**config.mk**
```make
export PLATFORM = sky130hd
export DESIGN_NAME = rs15_9_syndrome
export DESIGN_NICKNAME = d
export VERILOG_FILES = /design/src/rtl/rs15_9_pkg.sv /design/src/rtl/gf16_const_mul.sv /design/src/rtl/gf2_add.sv /design/src/rtl/rs15_9_syndrome.sv
export SDC_FILE = /design/constraint.sdc
export NUM_CORES = 1
export LEC_CHECK = 0
export ABC_AREA = 1
export CAP_MARGIN = 20
export CORE_UTILIZATION = 40
export DETAILED_ROUTE_END_ITERATION = 7
export GPL_TIMING_DRIVEN = 0
export PLACE_DENSITY = 0.59
export SLEW_MARGIN = 20
export SYNTH_ARGS = -nofsm -noshare
export SYNTH_HDL_FRONTEND = slang
export SYNTH_SLANG_ARGS = --single-unit
```
**constraint.sdc**
```tcl
create_clock -name clk -period 1.95 [get_ports clk]
set_input_delay 0.39 -clock clk [delete_from_list [all_inputs] [get_ports clk]]
set_output_delay 0.39 -clock clk [all_outputs]
set_load 0.05 [all_outputs]
```
**src/rtl/rs15_9_pkg.sv**
```systemverilog
// Shared constants, types and GF(2^4) helpers for the RS(15,9) decoder path.
// Field: GF(2^4), primitive polynomial x^4+x+1 (0x13), generator root alpha = 2.
// Contents:
//   SYM_WIDTH, N_SYM, N_SYND  - symbol width, codeword length, syndrome count
//   PRIM_POLY                 - field polynomial including the x^4 term
//   sym_t, state_e            - symbol type and syndrome-engine FSM states
//   alpha_pow()               - alpha^e lookup for e = 0..14 (wraps mod 15)
//   gf_xtime()                - multiply a field element by alpha
package rs15_9_pkg;

  localparam int unsigned SYM_WIDTH = 4;
  localparam int unsigned N_SYM     = 15;
  localparam int unsigned N_SYND    = 6;
  localparam logic [4:0]  PRIM_POLY = 5'h13;

  typedef logic [SYM_WIDTH-1:0] sym_t;

  typedef enum logic {
    ST_IDLE,
    ST_ACC
  } state_e;

  function automatic sym_t alpha_pow(input int unsigned e);
    sym_t r;
    case (e % 15)
      0:       r = 4'h1;
      1:       r = 4'h2;
      2:       r = 4'h4;
      3:       r = 4'h8;
      4:       r = 4'h3;
      5:       r = 4'h6;
      6:       r = 4'hC;
      7:       r = 4'hB;
      8:       r = 4'h5;
      9:       r = 4'hA;
      10:      r = 4'h7;
      11:      r = 4'hE;
      12:      r = 4'hF;
      13:      r = 4'hD;
      default: r = 4'h9;
    endcase
    return r;
  endfunction

  // Shift left and fold the overflowing x^4 term back in with the polynomial.
  function automatic sym_t gf_xtime(input sym_t x);
    sym_t r;
    r = {x[SYM_WIDTH-2:0], 1'b0};
    if (x[SYM_WIDTH-1]) r = r ^ PRIM_POLY[SYM_WIDTH-1:0];
    return r;
  endfunction

endpackage

```
**src/rtl/gf16_const_mul.sv**
```systemverilog
// Combinational GF(2^4) multiply by the fixed constant alpha^POWER.
// The constant is known at elaboration, so the loop collapses to a small
// XOR network.
// Ports:
//   a_i - multiplicand
//   y_o - a_i * alpha^POWER
module gf16_const_mul
  import rs15_9_pkg::*;
#(
  parameter int unsigned POWER = 1
) (
  input  sym_t a_i,
  output sym_t y_o
);

  localparam sym_t COEF = alpha_pow(POWER);

  sym_t partial;
  sym_t prod;

  // Shift-and-add: for each set bit i of COEF add a_i * alpha^i.
  always_comb begin
    prod    = '0;
    partial = a_i;
    for (int unsigned i = 0; i < SYM_WIDTH; i++) begin
      if (COEF[i]) prod = prod ^ partial;
      partial = gf_xtime(partial);
    end
  end

  assign y_o = prod;

endmodule

```
**src/rtl/gf2_add.sv**
```systemverilog
// GF(2^m) addition: bitwise XOR of two field elements.
// Ports:
//   a_i, b_i - addends
//   y_o      - sum
module gf2_add #(
  parameter int unsigned WIDTH = 4
) (
  input  logic [WIDTH-1:0] a_i,
  input  logic [WIDTH-1:0] b_i,
  output logic [WIDTH-1:0] y_o
);

  assign y_o = a_i ^ b_i;

endmodule

```
**src/rtl/rs15_9_syndrome.sv**
```systemverilog
// RS(15,9) syndrome calculator. Received symbols arrive highest degree first
// (r_14 .. r_0); each S_j = r(alpha^j), j = 1..6, is built by Horner
// accumulation A_j <= A_j * alpha^j ^ r_i.
// Ports:
//   clk, rst_n   - clock (rising edge), asynchronous active-low reset
//   in_valid     - symbol beat valid
//   in_sop       - first symbol of a codeword (qualified by in_valid)
//   in_data      - received symbol
//   out_valid    - one-cycle pulse when out_synd/out_err are updated
//   out_synd     - {S6,S5,S4,S3,S2,S1}, S1 in the low nibble; held
//   out_err      - OR of all syndromes; held with out_synd
//   block_abort  - one-cycle pulse when a partial codeword is discarded
module rs15_9_syndrome
  import rs15_9_pkg::*;
(
  input  logic                        clk,
  input  logic                        rst_n,
  input  logic                        in_valid,
  input  logic                        in_sop,
  input  logic [SYM_WIDTH-1:0]        in_data,
  output logic                        out_valid,
  output logic [N_SYND*SYM_WIDTH-1:0] out_synd,
  output logic                        out_err,
  output logic                        block_abort
);

  localparam int unsigned CNT_W = $clog2(N_SYM);
  localparam logic [CNT_W-1:0] CNT_LAST = CNT_W'(N_SYM - 1);

  state_e                        state_q;
  logic [CNT_W-1:0]              cnt_q;
  sym_t                          acc_q      [N_SYND];
  sym_t                          acc_scaled [N_SYND];
  sym_t                          acc_d      [N_SYND];
  logic [N_SYND*SYM_WIDTH-1:0]   synd_d;
  logic                          out_valid_q;
  logic [N_SYND*SYM_WIDTH-1:0]   out_synd_q;
  logic                          out_err_q;
  logic                          abort_q;

  // One Horner step per syndrome: acc_d[j] = acc_q[j] * alpha^(j+1) ^ in_data.
  for (genvar j = 0; j < N_SYND; j++) begin : g_synd
    gf16_const_mul #(
      .POWER (j + 1)
    ) u_mul (
      .a_i (acc_q[j]),
      .y_o (acc_scaled[j])
    );

    gf2_add #(
      .WIDTH (SYM_WIDTH)
    ) u_add (
      .a_i (acc_scaled[j]),
      .b_i (in_data),
      .y_o (acc_d[j])
    );

    assign synd_d[j*SYM_WIDTH +: SYM_WIDTH] = acc_d[j];
  end

  always_ff @(posedge clk or negedge rst_n) begin
    if (!rst_n) begin
      state_q     <= ST_IDLE;
      cnt_q       <= '0;
      for (int unsigned j = 0; j < N_SYND; j++) acc_q[j] <= '0;
      out_valid_q <= 1'b0;
      out_synd_q  <= '0;
      out_err_q   <= 1'b0;
      abort_q     <= 1'b0;
    end else begin
      out_valid_q <= 1'b0;
      abort_q     <= 1'b0;
      if (in_valid) begin
        unique case (state_q)
          ST_IDLE: begin
            // Non-sop beats outside a block are silently dropped.
            if (in_sop) begin
              for (int unsigned j = 0; j < N_SYND; j++) acc_q[j] <= in_data;
              cnt_q   <= CNT_W'(1);
              state_q <= ST_ACC;
            end
          end
          ST_ACC: begin
            if (in_sop) begin
              // Restart: the partial block is thrown away, this beat is r_14.
              abort_q <= 1'b1;
              for (int unsigned j = 0; j < N_SYND; j++) acc_q[j] <= in_data;
              cnt_q   <= CNT_W'(1);
            end else begin
              for (int unsigned j = 0; j < N_SYND; j++) acc_q[j] <= acc_d[j];
              if (cnt_q == CNT_LAST) begin
                out_valid_q <= 1'b1;
                out_synd_q  <= synd_d;
                out_err_q   <= |synd_d;
                cnt_q       <= '0;
                state_q     <= ST_IDLE;
              end else begin
                cnt_q <= cnt_q + 1'b1;
              end
            end
          end
        endcase
      end
    end
  end

  assign out_valid   = out_valid_q;
  assign out_synd    = out_synd_q;
  assign out_err     = out_err_q;
  assign block_abort = abort_q;

endmodule
```
* Word level (Yosys, flattened, before mapping)
Index checks and enable logic that the tools add are counted.
** Operators by class
- Bitwise gates (word level) :: 23
- Equal/unequal tests :: 2
- Reduce and logical (&&, ||, !) cells :: 3
- Mux-type cells :: 29
- Add/subtract/negate cells :: 1
** Operators with widths (count)
- $mux 24 :: 2
- $pmux 24 s2 :: 1
- $xor 4x4->4 :: 9
- $mux 2 :: 12
- $not 2->2 :: 12
- $reduce_or 24->1 :: 1
- $mux 4 :: 3
- $mux 1 :: 9
- $pmux 4 s2 :: 1
- $add 4x1->4 const B :: 1
- $eq 4x4->1 const B :: 1
- $reduce_and 4->1 :: 1
- $ne 2x2->1 const B :: 1
- $not 1->1 :: 2
- $pmux 1 s2 :: 1
- $reduce_and 2->1 :: 1
** Storage, ports and cells
- Flip-flop bits (word level) :: 56
- Logic and storage cells :: 70
- Bits of input ports :: 8
- Output and inout bits :: 27

* Depth between registers and ports, before layout
Gate-level depths: netlist of run 1.
- Depth in word-level cells :: 10
- Depth in mapped cells :: 11
- Mapped depth without buffers :: 10

* Hierarchy
From an unflattened synthesis of run 1, not the netlist that was laid out.
** Second synthesis, totals
- Cell total of the unflattened synthesis :: 462
- Area total of the unflattened synthesis :: 3353.2 um^2
** By module, submodules not included
- rs15_9_syndrome :: area each 2487.4 um^2, cells each 248, sequential area each 1401.3 um^2, instances 1
- gf2_add :: area each 75.1 um^2, cells each 20, sequential area each 0.0 um^2, instances 6
- gf16_const_mul (g_synd[5].u_mul) :: area each 111.4 um^2, cells each 25, sequential area each 0.0 um^2, instances 1
- gf16_const_mul (g_synd[4].u_mul) :: area each 93.8 um^2, cells each 23, sequential area each 0.0 um^2, instances 1
- gf16_const_mul (g_synd[3].u_mul) :: area each 63.8 um^2, cells each 13, sequential area each 0.0 um^2, instances 1
- gf16_const_mul (g_synd[2].u_mul) :: area each 56.3 um^2, cells each 14, sequential area each 0.0 um^2, instances 1
- gf16_const_mul (g_synd[1].u_mul) :: area each 48.8 um^2, cells each 11, sequential area each 0.0 um^2, instances 1
- gf16_const_mul (g_synd[0].u_mul) :: area each 41.3 um^2, cells each 8, sequential area each 0.0 um^2, instances 1

* Worst setup path after synthesis of run 1
No wires, ideal clock.
- Path kind :: flip-flop to flip-flop
- Start point :: register cnt_q[0]
- End point :: register out_err_q (netlist: out_err)
- Arrival :: 1.249 ns
- Required time :: 1.828 ns
- Cell stages (with the launch flop) :: 10
- Setup time :: 0.122 ns
- Clock period less this slack :: 1.371 ns
- Path slack :: 0.579 ns
- Buffers on the path :: 0
- Cell sequence :: dfrtp_1 inv_1 ha_1 nand2_1 nor2_2 nand3_2 nor2_1 nand3_1 nor2_1 a21oi_1
** On the way
- Word-level cells in the longest chain between the ends :: 2
** RTL lines
- start, declared :: RTL line rs15_9_syndrome.sv:31 : logic [CNT_W-1:0] cnt_q;
- start signal, assigned :: RTL line rs15_9_syndrome.sv:98 : cnt_q <= cnt_q + 1'b1;
- $eq 4x4->1 :: RTL line rs15_9_syndrome.sv:91 : if (cnt_q == CNT_LAST) begin
- $reduce_and 4->1 (no source line)
- end signal, assigned :: RTL line rs15_9_syndrome.sv:94 : out_err_q <= |synd_d;
- end, declared :: RTL line rs15_9_syndrome.sv:38 : logic out_err_q;
No other way between the ends.
A chain may end at the register's enable or synchronous reset.

* Final worst setup path of run 1
- Start point :: register out_synd_q[8] (netlist: out_synd[8])
- End point :: output port out_synd[8]
** RTL lines
- start, declared :: RTL line rs15_9_syndrome.sv:37 : logic [N_SYND*SYM_WIDTH-1:0] out_synd_q;
- start signal, assigned :: RTL line rs15_9_syndrome.sv:93 : out_synd_q <= synd_d;
- end, declared :: RTL line rs15_9_syndrome.sv:22 : output logic [N_SYND*SYM_WIDTH-1:0] out_synd,
No word-level cell between the ends.

==> results.md, run 1 <==
- Share of cells above drive strength 1: 6.86%
- EDFF count, synth: 0
- Critical Path Max Stage Delay: 0.81 ns
- Setup crit start: out_synd[8]$_DFFE_PN0P_
- Core Area: 0.00698 mm^2
- CP required: 1.56 ns
- Final net count: 446
- Register Area: 0.00140 mm^2
- Final Setup Violations: 0
- Hold Buf Count CTS: 1
- Ys async rst share: 100%
- Drt total wl: 7800 um
- Global-route wire length before repair: 12800 um
- Crit end category: output pin
- IR drop worst, VDD: 0.318 mV
- Gr ovfl total: 0
- Post-synthesis average cell area: 7.45 um^2
- Total GRT Usage: 22.2%
- # clock sinks: 56
- Area share of the largest cell type after synthesis: 47.4%
- Clk Latency, worst-skew pair: 0.31 ns
- Fin cells: 533
- Clock Tree Root: clkbuf_8
- H-tree depth: 2
- Slew Limit Fails: 0
- Cell variety after synth: 29
- FP Rows: 30
- Flops & latches, synth: 56
- Area of the multi-input gates: 0.00131 mm^2
- I/O Buffers: 30
- DIE HEIGHT: 88.0 um
- Post-synth top flop: dfrtp_1
- Tmin final: 1.88 ns
- Vias in the first global route: 2601
- Worst-case clock buffer depth: 2
- Most frequent cells after synthesis: nand2_1, dfrtp_1, inv_1, o21ai_0, nor2_1
- Fill cells: 734
- Fmax: 532 MHz
- CTS tree: done
- Worst hold path startpoint: in_data[2]
- Die W: 88.0 um
- Worst Slack Setup Final: 0.0701 ns
- GP Congestion: 0.873
- Most common cell in the netlist: nand2_1
- Critical-path top delay cell: clkdlybuf4s50_1
- Worst Path Class, Setup: flip-flop to output pin
- Delay-heaviest family, CP: buffers and inverters
- Final period utilization: 96.4%
- Via density per instance: 5.09
- Pwr dens: 779 mW/mm^2
- Post-synthesis cell area: 0.00296 mm^2
- CTS clock-pin slew for the worst setup and hold paths: 0.10 ns
- Pin count of the biggest net entering global routing: 38
- ANT cells: 0
- YS warnings: 0
- Maxcap violations: 0
- Postcts setup bufs: 0
- Ports: 35
- RSZ-0062 raised after global routing: no
- Avg WL per Cell: 14.6 um
- Ranking of synthesized cells by area: dfrtp_1, nand2_1, o21ai_0, inv_1, nand3_1
- Initial DRT Pass Iterations: 5
- Detail Placement HPWL: 5680 um
- Residual DRC: 0
- Layout area overhead: 18.2%
- Worst slew margin: 66.6%
- Final Hold Fails: 0
- Syn Inst Count: 397
- Inserted Clock Buffers: 5
- Critical path, cell by cell: clkdlybuf4s50_1
- Die area: 0.00774 mm^2
- Placed Instances: 524
- Initial Util: 42.4%
- Pre-CTS setup slack: -0.176 ns
- Via Count: 2711
- Hold WC Path Type: input port to flip-flop
- Critical Path Start Type: flip-flop
- Post-CTS resize count: 0
- Reg2Reg Launch Point: cnt_q[0]$_DFFE_PN0P_
- Sequential area share after synthesis: 47.4%
- DR iter-0 viols: 193
- Bufs and invs on worst path: 1
- Clock skew: 0.00800 ns
- Worst slew pin tran: 0.499 ns
- Setup TNS: 0 ns
- Initial antenna violation count: 0
- Yosys top cell by area: dfrtp_1
- Outcome: completed
- Post-DRT Antenna Nets: 0
- Critical path peak fanout: 2
- CP Data Arrival Time: 1.49 ns
- Total power: 2.72 mW
- Final design utilization: 50.1%
- Pleak: 1.78 nW
- Synthesized net count: 407
[worst paths after layout]
path                                            end  slack, ns  depth (start not counted)
setup / recovery                        out_synd[8]       0.07                          1
hold / removal             out_synd[14]$_DFFE_PN0P_       0.39                          3
setup reg to reg                out_err$_DFFE_PN0P_       0.21                          9
hold reg to reg             out_synd[3]$_DFFE_PN0P_       0.50                          2
max in group asynchronous     acc_q[17]$_DFFE_PN0P_       0.95                          3
min in group asynchronous  out_synd[12]$_DFFE_PN0P_       0.50                          2
[layout by cell type (no fill, tap or decap)]
| cell type | netlist | layout |
|---|---|---|
| a31oi_1 | 11 | 11 |
| xnor2_1 | 3 | 3 |
| o211ai_1 | 2 | 2 |
| o22ai_1 | 6 | 6 |
| nor2_2 | 1 | 1 |
| dfrtp_1 | 56 | 56 |
| clkinv_2 | 1 | 1 |
| dlygate4sd3_1 | 0 | 1 |
| xor2_1 | 1 | 1 |
| nor3_1 | 1 | 1 |
| inv_2 | 4 | 4 |
| a22oi_1 | 4 | 4 |
| inv_1 | 38 | 38 |
| clkbuf_8 | 0 | 6 |
| ha_1 | 2 | 2 |
| buf_2 | 3 | 3 |
| nand3_1 | 25 | 25 |
| buf_6 | 4 | 4 |
| o21ai_0 | 36 | 36 |
| nand3_2 | 1 | 1 |
| nand2_1 | 146 | 146 |
| clkbuf_1 | 2 | 4 |
| nor2_1 | 31 | 31 |
| a21oi_1 | 8 | 8 |
| o21a_1 | 1 | 1 |
| clkbuf_2 | 1 | 1 |
| buf_4 | 2 | 3 |
| o21ai_4 | 1 | 1 |
| clkdlybuf4s50_1 | 0 | 29 |
| nand2_2 | 2 | 2 |
| o21ai_1 | 2 | 2 |
| o21ai_2 | 2 | 2 |
| buf_12 | 0 | 1 |
[per-layer routing]
| metal | vias to the layer above | global-route usage [%] | wire [um] |
|---|---|---|---|
| met5 | - | 0 | 0 |
| met4 | 0 | 6.11 | 106 |
| met3 | 8 | 3.11 | 272 |
| met2 | 59 | 37.1 | 3740 |
| met1 | 1296 | 30.0 | 3680 |
| li1 | 1348 | - | - |
[final cells by class]
cell class	instances	area share (%)
clock buffers	8	2.58
flip-flops and latches	56	40.1
well taps	96	3.44
multi-input cells	286	37.4
repair buffers	32	9.38
inverters	43	4.65
plain buffers	12	2.51
[cells by family (layout without fill, tap and decap cells)]
logic type                 count (synthesis)  in the layout  synth area share, %
adders and majority gates                  2              2                0.846
buffers and inverters                     55             95                 8.46
DFF                                       56             56                 47.4
xor gates and xnor gates                   4              4                 1.18
and+or+nand+nor                          207            207                 27.8
AOI/OAI and AO/OA                         73             73                 14.3
[through the flow]
| step | hold WS (ns) | area, um^2 |
|---|---|---|
| after floorplan | 0.0944 | 2960 |
| after detailed placement | 0.303 | 3400 |
| after CTS | 0.385 | 3500 |
| after global placement | 0.471 | 3380 |
| final | 0.388 | 3500 |
| after global routing | 0.401 | 3500 |
[state kept, by name, indices dropped and copies added (netlist names)]
register	cells
state_q	1
out_err	1
acc_q	24
block_abort	1
cnt_q	4
out_synd	24
out_valid	1
[where the power goes]
| part | leakage (nW) | switching, mW | internal, mW | total [mW] |
|---|---|---|---|---|
| Sequential | 0.719 | 0.0795 | 1.26 | 1.34 |
| Combinational | 1.01 | 0.485 | 0.228 | 0.714 |
| Clock | 0.0455 | 0.383 | 0.291 | 0.674 |
| Total | 1.78 | 0.948 | 1.78 | 2.72 |
Power figures use the tool's default switching activity.
==> run 2, diff against run 1 <==
--- a/config.mk
+++ b/config.mk
@@ -10,7 +10,7 @@
 export CORE_UTILIZATION = 40
 export DETAILED_ROUTE_END_ITERATION = 7
 export GPL_TIMING_DRIVEN = 0
-export PLACE_DENSITY = 0.59
+export PLACE_DENSITY = 0.62
 export SLEW_MARGIN = 20
 export SYNTH_ARGS = -nofsm -noshare
 export SYNTH_HDL_FRONTEND = slang
==> constraint.sdc (replaced) <==
create_clock -name clk -period 1.5 [get_ports clk]
set_input_delay 0.3 -clock clk [delete_from_list [all_inputs] [get_ports clk]]
set_output_delay 0.3 -clock clk [all_outputs]
set_load 0.05 [all_outputs]
==> run 2 against run 1 <==
  * Sequential share of layout area is 1.2 points lower
  * Final cell count up 2.3%
  * Flip-flop and latch count stayed put
  * Critical path depth rose by 8
  * Combinational power grew 36%
  * Largest power group unchanged
==> results.md, run 2 (synthesis results as in run 1) <==
- CP Data Arrival Time: 1.72 ns
- Drt total wl: 8050 um
- Worst hold path startpoint: in_data[2]
- Pin count of the biggest net entering global routing: 36
- Via density per instance: 5.19
- Logic gate share of total power: 27.0%
- Flop2flop setup slack: 0.002 ns
- Initial DRT Pass Iterations: 4
- Placed Instances: 524
- I/O Buffers: 30
- CP required: 1.72 ns
- # clock sinks: 56
- Fmax: 667 MHz
- Pre-CTS setup slack: -0.492 ns
- Internal power: 2.33 mW
- Delay-heaviest family, CP: simple AND/OR/NAND/NOR gates
- Share of cells above drive strength 1: 18.3%
- RSZ-0062 raised after global routing: yes
- FP Rows: 30
- CTS clock-pin slew for the worst setup and hold paths: 0.10 ns
- Detail Placement HPWL: 5690 um
- Critical Path Max Stage Delay: 0.40 ns
- Setup TNS: 0 ns
- Tmin final: 1.50 ns
- Crit end category: flip-flop
- Worst slew margin: 67.9%
- Register Area: 0.00140 mm^2
- Die W: 88.0 um
- Critical Path Start Type: flip-flop
- Worst Path Class, Setup: flip-flop to flip-flop
- IR drop worst, VDD: 0.434 mV
- Area of the multi-input gates: 0.00140 mm^2
- Critical path, cell by cell: inv_2 > ha_4 > nand2_4 > nor2_4 > nand3_4 > nor2_4 > nand3_2 > nor2_4 > a21oi_2
- Avg WL per Cell: 14.8 um
- Die area: 0.00774 mm^2
- Residual DRC: 0
- Hold WC Path Type: input port to flip-flop
- Final Hold Fails: 0
- Final Setup Violations: 0
- H-tree depth: 2
- Total GRT Usage: 22.7%
- Layout area overhead: 21.9%
- Initial Util: 42.4%
- Worst Slack Setup Final: 0.00164 ns
- Reg2Reg Launch Point: cnt_q[0]$_DFFE_PN0P_
- Clock skew: 0.00774 ns
- Outcome: completed
- Pwr dens: 1000 mW/mm^2
- Via Count: 2827
- Critical-path top delay cell: dfrtp_1
- Initial antenna violation count: 0
- Most common cell after layout, fill and taps aside: nand2_1
- Fin cells: 545
- Clock Tree Root: clkbuf_8
- CTS tree: done
- Worst-case clock buffer depth: 2
- Slew Limit Fails: 0
- Final net count: 458
- Post-DRT Antenna Nets: 0
- DR iter-0 viols: 237
- Sw Pwr: 1.28 mW
- Sw Share: 35.5%
- Setup crit start: cnt_q[0]$_DFFE_PN0P_
- ANT cells: 0
- Inserted Clock Buffers: 5
- Seq pwr share: 48.1%
- Ports: 35
- Maxcap violations: 0
- Critical path's most frequent cell: nor2_4
- Clk pwr share: 24.9%
- Clk Latency, worst-skew pair: 0.32 ns
- Core Area: 0.00698 mm^2
- DIE HEIGHT: 88.0 um
- Bufs and invs on worst path: 1
- Fill cells: 726
- Vias in the first global route: 2764
- Critical path peak fanout: 5
- GP Congestion: 0.904
- Worst slew pin tran: 0.483 ns
- Pleak: 1.91 nW
- Most frequent cells in the layout: nand2_1, dfrtp_1, inv_1
- Final period utilization: 99.9%
- Gr ovfl total: 0
- Global-route wire length before repair: 13100 um
## run 2: cell count changes in the layout (fill, tap and decap cells not counted), sizes merged
| cell | previous run | this run |
|---|---|---|
| buf | 11 | 24 |
| clkdlybuf4s50 | 29 | 1 |
| dlymetal6s2s | 0 | 1 |
| clkdlybuf4s15 | 0 | 6 |
| clkbuf | 11 | 31 |
## run 2: per-layer routing
layer	vias up	track usage [%]	share of wire (%)
li1	1381	-	-
met3	17	2.92	5.7
met5	-	0	0
met4	0	10.4	2.6
met2	87	37.2	46
met1	1342	29.9	45
## run 2: power groups by stage
stage / sequential [mW] / clock [mW] / combinational (mW)
floorplan: 1.77 / 0 / 0.644
global placement: 1.76 / 0 / 0.897
detailed placement: 1.76 / 0 / 0.921
CTS: 1.73 / 0.910 / 0.936
global route: 1.76 / 0.966 / 1.12
finish: 1.74 / 0.900 / 0.974
## run 2: final timing paths
check | cells after the start | end
setup / recovery | 9 | out_err$_DFFE_PN0P_
hold / removal | 3 | out_synd[14]$_DFFE_PN0P_
setup reg to reg | 9 | out_err$_DFFE_PN0P_
max in group asynchronous | 3 | acc_q[13]$_DFFE_PN0P_
hold reg to reg | 2 | out_synd[11]$_DFFE_PN0P_
min in group asynchronous | 2 | out_synd[12]$_DFFE_PN0P_
## run 2: layout make-up
| type | instances | area share (%) |
|---|---|---|
| timing repair buffer | 44 | 9.16 |
| buffer | 12 | 2.60 |
| sequential | 56 | 38.9 |
| clock buffer | 8 | 2.50 |
| tap | 96 | 3.33 |
| inverter | 43 | 4.62 |
| multi-input combinational | 286 | 38.9 |
## run 2: worst min-delay path: stages
cell and delay, ns:
buf_6 0.12, nand2_1 0.08, a31oi_1 0.08
## run 2: metrics by stage
stage	hold WS (ns)	instance area, um^2	power [mW]	util [%]
global route	0.296	3600	3.84	51.6
global placement	0.470	3380	2.66	48.4
detailed placement	0.219	3400	2.68	48.6
floorplan	0.00441	2960	2.42	-
CTS	0.288	3580	3.58	51.2
finish	0.289	3600	3.61	51.6
## run 2: what timing repair did
action | in CTS | in global routing
pin swaps | 3 | 7
gates resized for setup | 65 | 45
setup endpoints to repair | 68 | 61
hold endpoints to repair | 21 | 0
hold buffers | 1 | 0
buffers inserted | 6 | 6
==> run 3, diff against run 2 <==
--- a/config.mk
+++ b/config.mk
@@ -7,10 +7,11 @@
 export LEC_CHECK = 0
 export ABC_AREA = 1
 export CAP_MARGIN = 20
-export CORE_UTILIZATION = 40
+export CORE_UTILIZATION = 50
 export DETAILED_ROUTE_END_ITERATION = 7
+export GPL_ROUTABILITY_DRIVEN = 0
 export GPL_TIMING_DRIVEN = 0
-export PLACE_DENSITY = 0.62
+export PLACE_DENSITY = 0.74
 export SLEW_MARGIN = 20
 export SYNTH_ARGS = -nofsm -noshare
 export SYNTH_HDL_FRONTEND = slang
==> run 3 against run 2 <==
  * The run now ends with negative setup slack left
  * Clock skew up 0.0040 ns
  * Register-to-register slack about the same
  * Core utilization up 13 points
  * Maximum frequency down 0.45%
  * Clock power up 7.4%
  * Worst hold slack worse by 0.25 ns
  * First-iteration DRC count up 3.8%
==> results.md, run 3 (synthesis results as in run 1) <==
- RSZ-0062 raised after global routing: yes
- Initial antenna violation count: 0
- Area of the multi-input gates: 0.00139 mm^2
- Clock Tree Root: clkbuf_8
- Clk Latency, worst-skew pair: 0.31 ns
- # clock sinks: 56
- Avg WL per Cell: 14.9 um
- Inserted Clock Buffers: 5
- Clock skew: 0.0117 ns
- Critical-path top delay cell: dfrtp_1
- Hold Worst Slack: 0.0359 ns
- Final Hold Fails: 0
- CTS tree: done
- Total GRT Usage: 26.9%
- Via density per instance: 5.44
- Critical path, cell by cell: inv_2 > ha_4 > nand2_4 > nor2_4 > nand3_4 > nor2_4 > nand3_2 > nor2_2 > a21oi_1
- Die area: 0.00623 mm^2
- R2R cell count: 9
- Pwr dens: 1030 mW/mm^2
- Reg2Reg Launch Point: cnt_q[0]$_DFFE_PN0P_
- Layout area overhead: 22.0%
- Critical path peak fanout: 6
- Register Area: 0.00140 mm^2
- Fmax: 664 MHz
- Worst slew pin tran: 0.722 ns
- Core Area: 0.00561 mm^2
- Critical path's most frequent cell: nor2_4
- Final period utilization: 100%
- Slew Limit Fails: 0
- Worst Slack Setup Final: -0.00520 ns
- Share of cells above drive strength 1: 17.9%
- Worst slew margin: 51.9%
- DIE HEIGHT: 78.9 um
- Most common cell after layout, fill and taps aside: nand2_1
- Global-route wire length before repair: 12600 um
- Critical Path Max Stage Delay: 0.41 ns
- DR iter-0 viols: 246
- Drt total wl: 7770 um
- Failing checks: negative setup slack
- Ports: 35
- Pre-CTS setup slack: -0.489 ns
- Initial DRT Pass Iterations: 5
- Die W: 78.9 um
- Tmin final: 1.51 ns
- Fill cells: 502
- Gr ovfl total: 0
- Final net count: 459
- Maxcap violations: 0
- Outcome: complete, but fails checks
- Initial Util: 52.7%
- I/O Buffers: 30
- Final design utilization: 64.3%
- Final Setup Violations: 2
- Detail Placement HPWL: 5410 um
- ANT cells: 0
- FP Rows: 27
- Worst Path Class, Setup: flip-flop to flip-flop
- Critical Path Start Type: flip-flop
- Vias in the first global route: 2607
- Most frequent cells in the layout: nand2_1, dfrtp_1, inv_1
- Worst-case clock buffer depth: 2
- Post-DRT Antenna Nets: 0
- Flop2flop setup slack: -0.005 ns
- IR drop worst, VDD: 0.585 mV
- Via Count: 2827
- Hold WC Path Type: input port to asynchronous set/reset pin
- CP Data Arrival Time: 1.71 ns
- Residual DRC: 0
- Pleak: 1.91 nW
- Pin count of the biggest net entering global routing: 57
- CP required: 1.71 ns
- CTS clock-pin slew for the worst setup and hold paths: 0.10 ns
- Post-route design area: 0.00361 mm^2
- Crit end category: flip-flop
- Setup TNS: -0.00543 ns
- H-tree depth: 2
- Setup crit start: cnt_q[0]$_DFFE_PN0P_
- Placed inst area: 0.00335 mm^2
- Hold Buf Count CTS: 0
- RR Endpoint: out_err$_DFFE_PN0P_
==> run 3: changes by cell type in the layout (fill, tap and decap cells not counted), sizes merged <==
| cell | before | now |
|---|---|---|
| dlygate4sd3 | 1 | 0 |
| dlymetal6s2s | 1 | 0 |
| buf | 24 | 25 |
| clkdlybuf4s15 | 6 | 11 |
| clkbuf | 31 | 23 |
| bufinv | 0 | 1 |
| clkinv | 1 | 0 |
| dlygate4sd2 | 0 | 1 |
| inv | 42 | 43 |
| clkdlybuf4s50 | 1 | 2 |
==> run 3: per-stage QoR <==
stage                     total power, mW  cells
after CTS                            3.65    513
final                                3.70    520
after detailed placement             2.67    499
after floorplan                      2.42    397
after global routing                 3.91    520
after global placement               2.64    499
==> run 3: report_power, final <==
| group | switching (mW) | internal [mW] |
|---|---|---|
| clock | 0.486 | 0.481 |
| sequential | 0.108 | 1.63 |
| combinational | 0.663 | 0.325 |
| total | 1.26 | 2.44 |
==> run 3: cell type report <==
| type | instances | share of cell area [%] |
|---|---|---|
| plain buffers | 12 | 2.77 |
| clock buffers | 5 | 1.91 |
| clock inverters | 1 | 0.832 |
| inverters | 43 | 4.68 |
| multi-input cells | 286 | 38.5 |
| flip-flops and latches | 56 | 38.8 |
| well taps | 72 | 2.50 |
| repair buffers | 45 | 9.95 |
==> run 3: critical path: cells and delay by family (launching register included) <==
kind,cells,cell delay [ns]
AOI/OAI and AO/OA,1,0.07
and+or+nand+nor,6,0.67
DFF,1,0.41
buffers and inverters,1,0.09
adders and majority gates,1,0.13
==> run 3: timing repair <==
action / CTS / global route
setup endpoints to repair: 72 / 61
cloned: 1 / 0
pin swaps: 3 / 4
resized for setup: 60 / 50
setup buffers: 7 / 7
==> run 3: routing by layer <==
metal | track usage [%] | share of wire (%) | routed length [um] | vias to the layer above
met5 | 0 | 0 | 0 | -
met4 | 12.0 | 1.7 | 133 | 0
met2 | 41.6 | 48 | 3700 | 104
met3 | 4.71 | 6.2 | 478 | 11
met1 | 37.0 | 45 | 3460 | 1339
li1 | - | - | - | 1373
==> run 3: worst max-delay path by stage <==
stage | to | cells after the start
after detailed placement | acc_q[12]$_DFFE_PN0P_ | 9
after CTS | out_synd[12] | 1
after floorplan | out_err$_DFFE_PN0P_ | 9
after global routing | out_synd[18]$_DFFE_PN0P_ | 9
after global placement | out_synd[21]$_DFFE_PN0P_ | 1
final | out_err$_DFFE_PN0P_ | 9
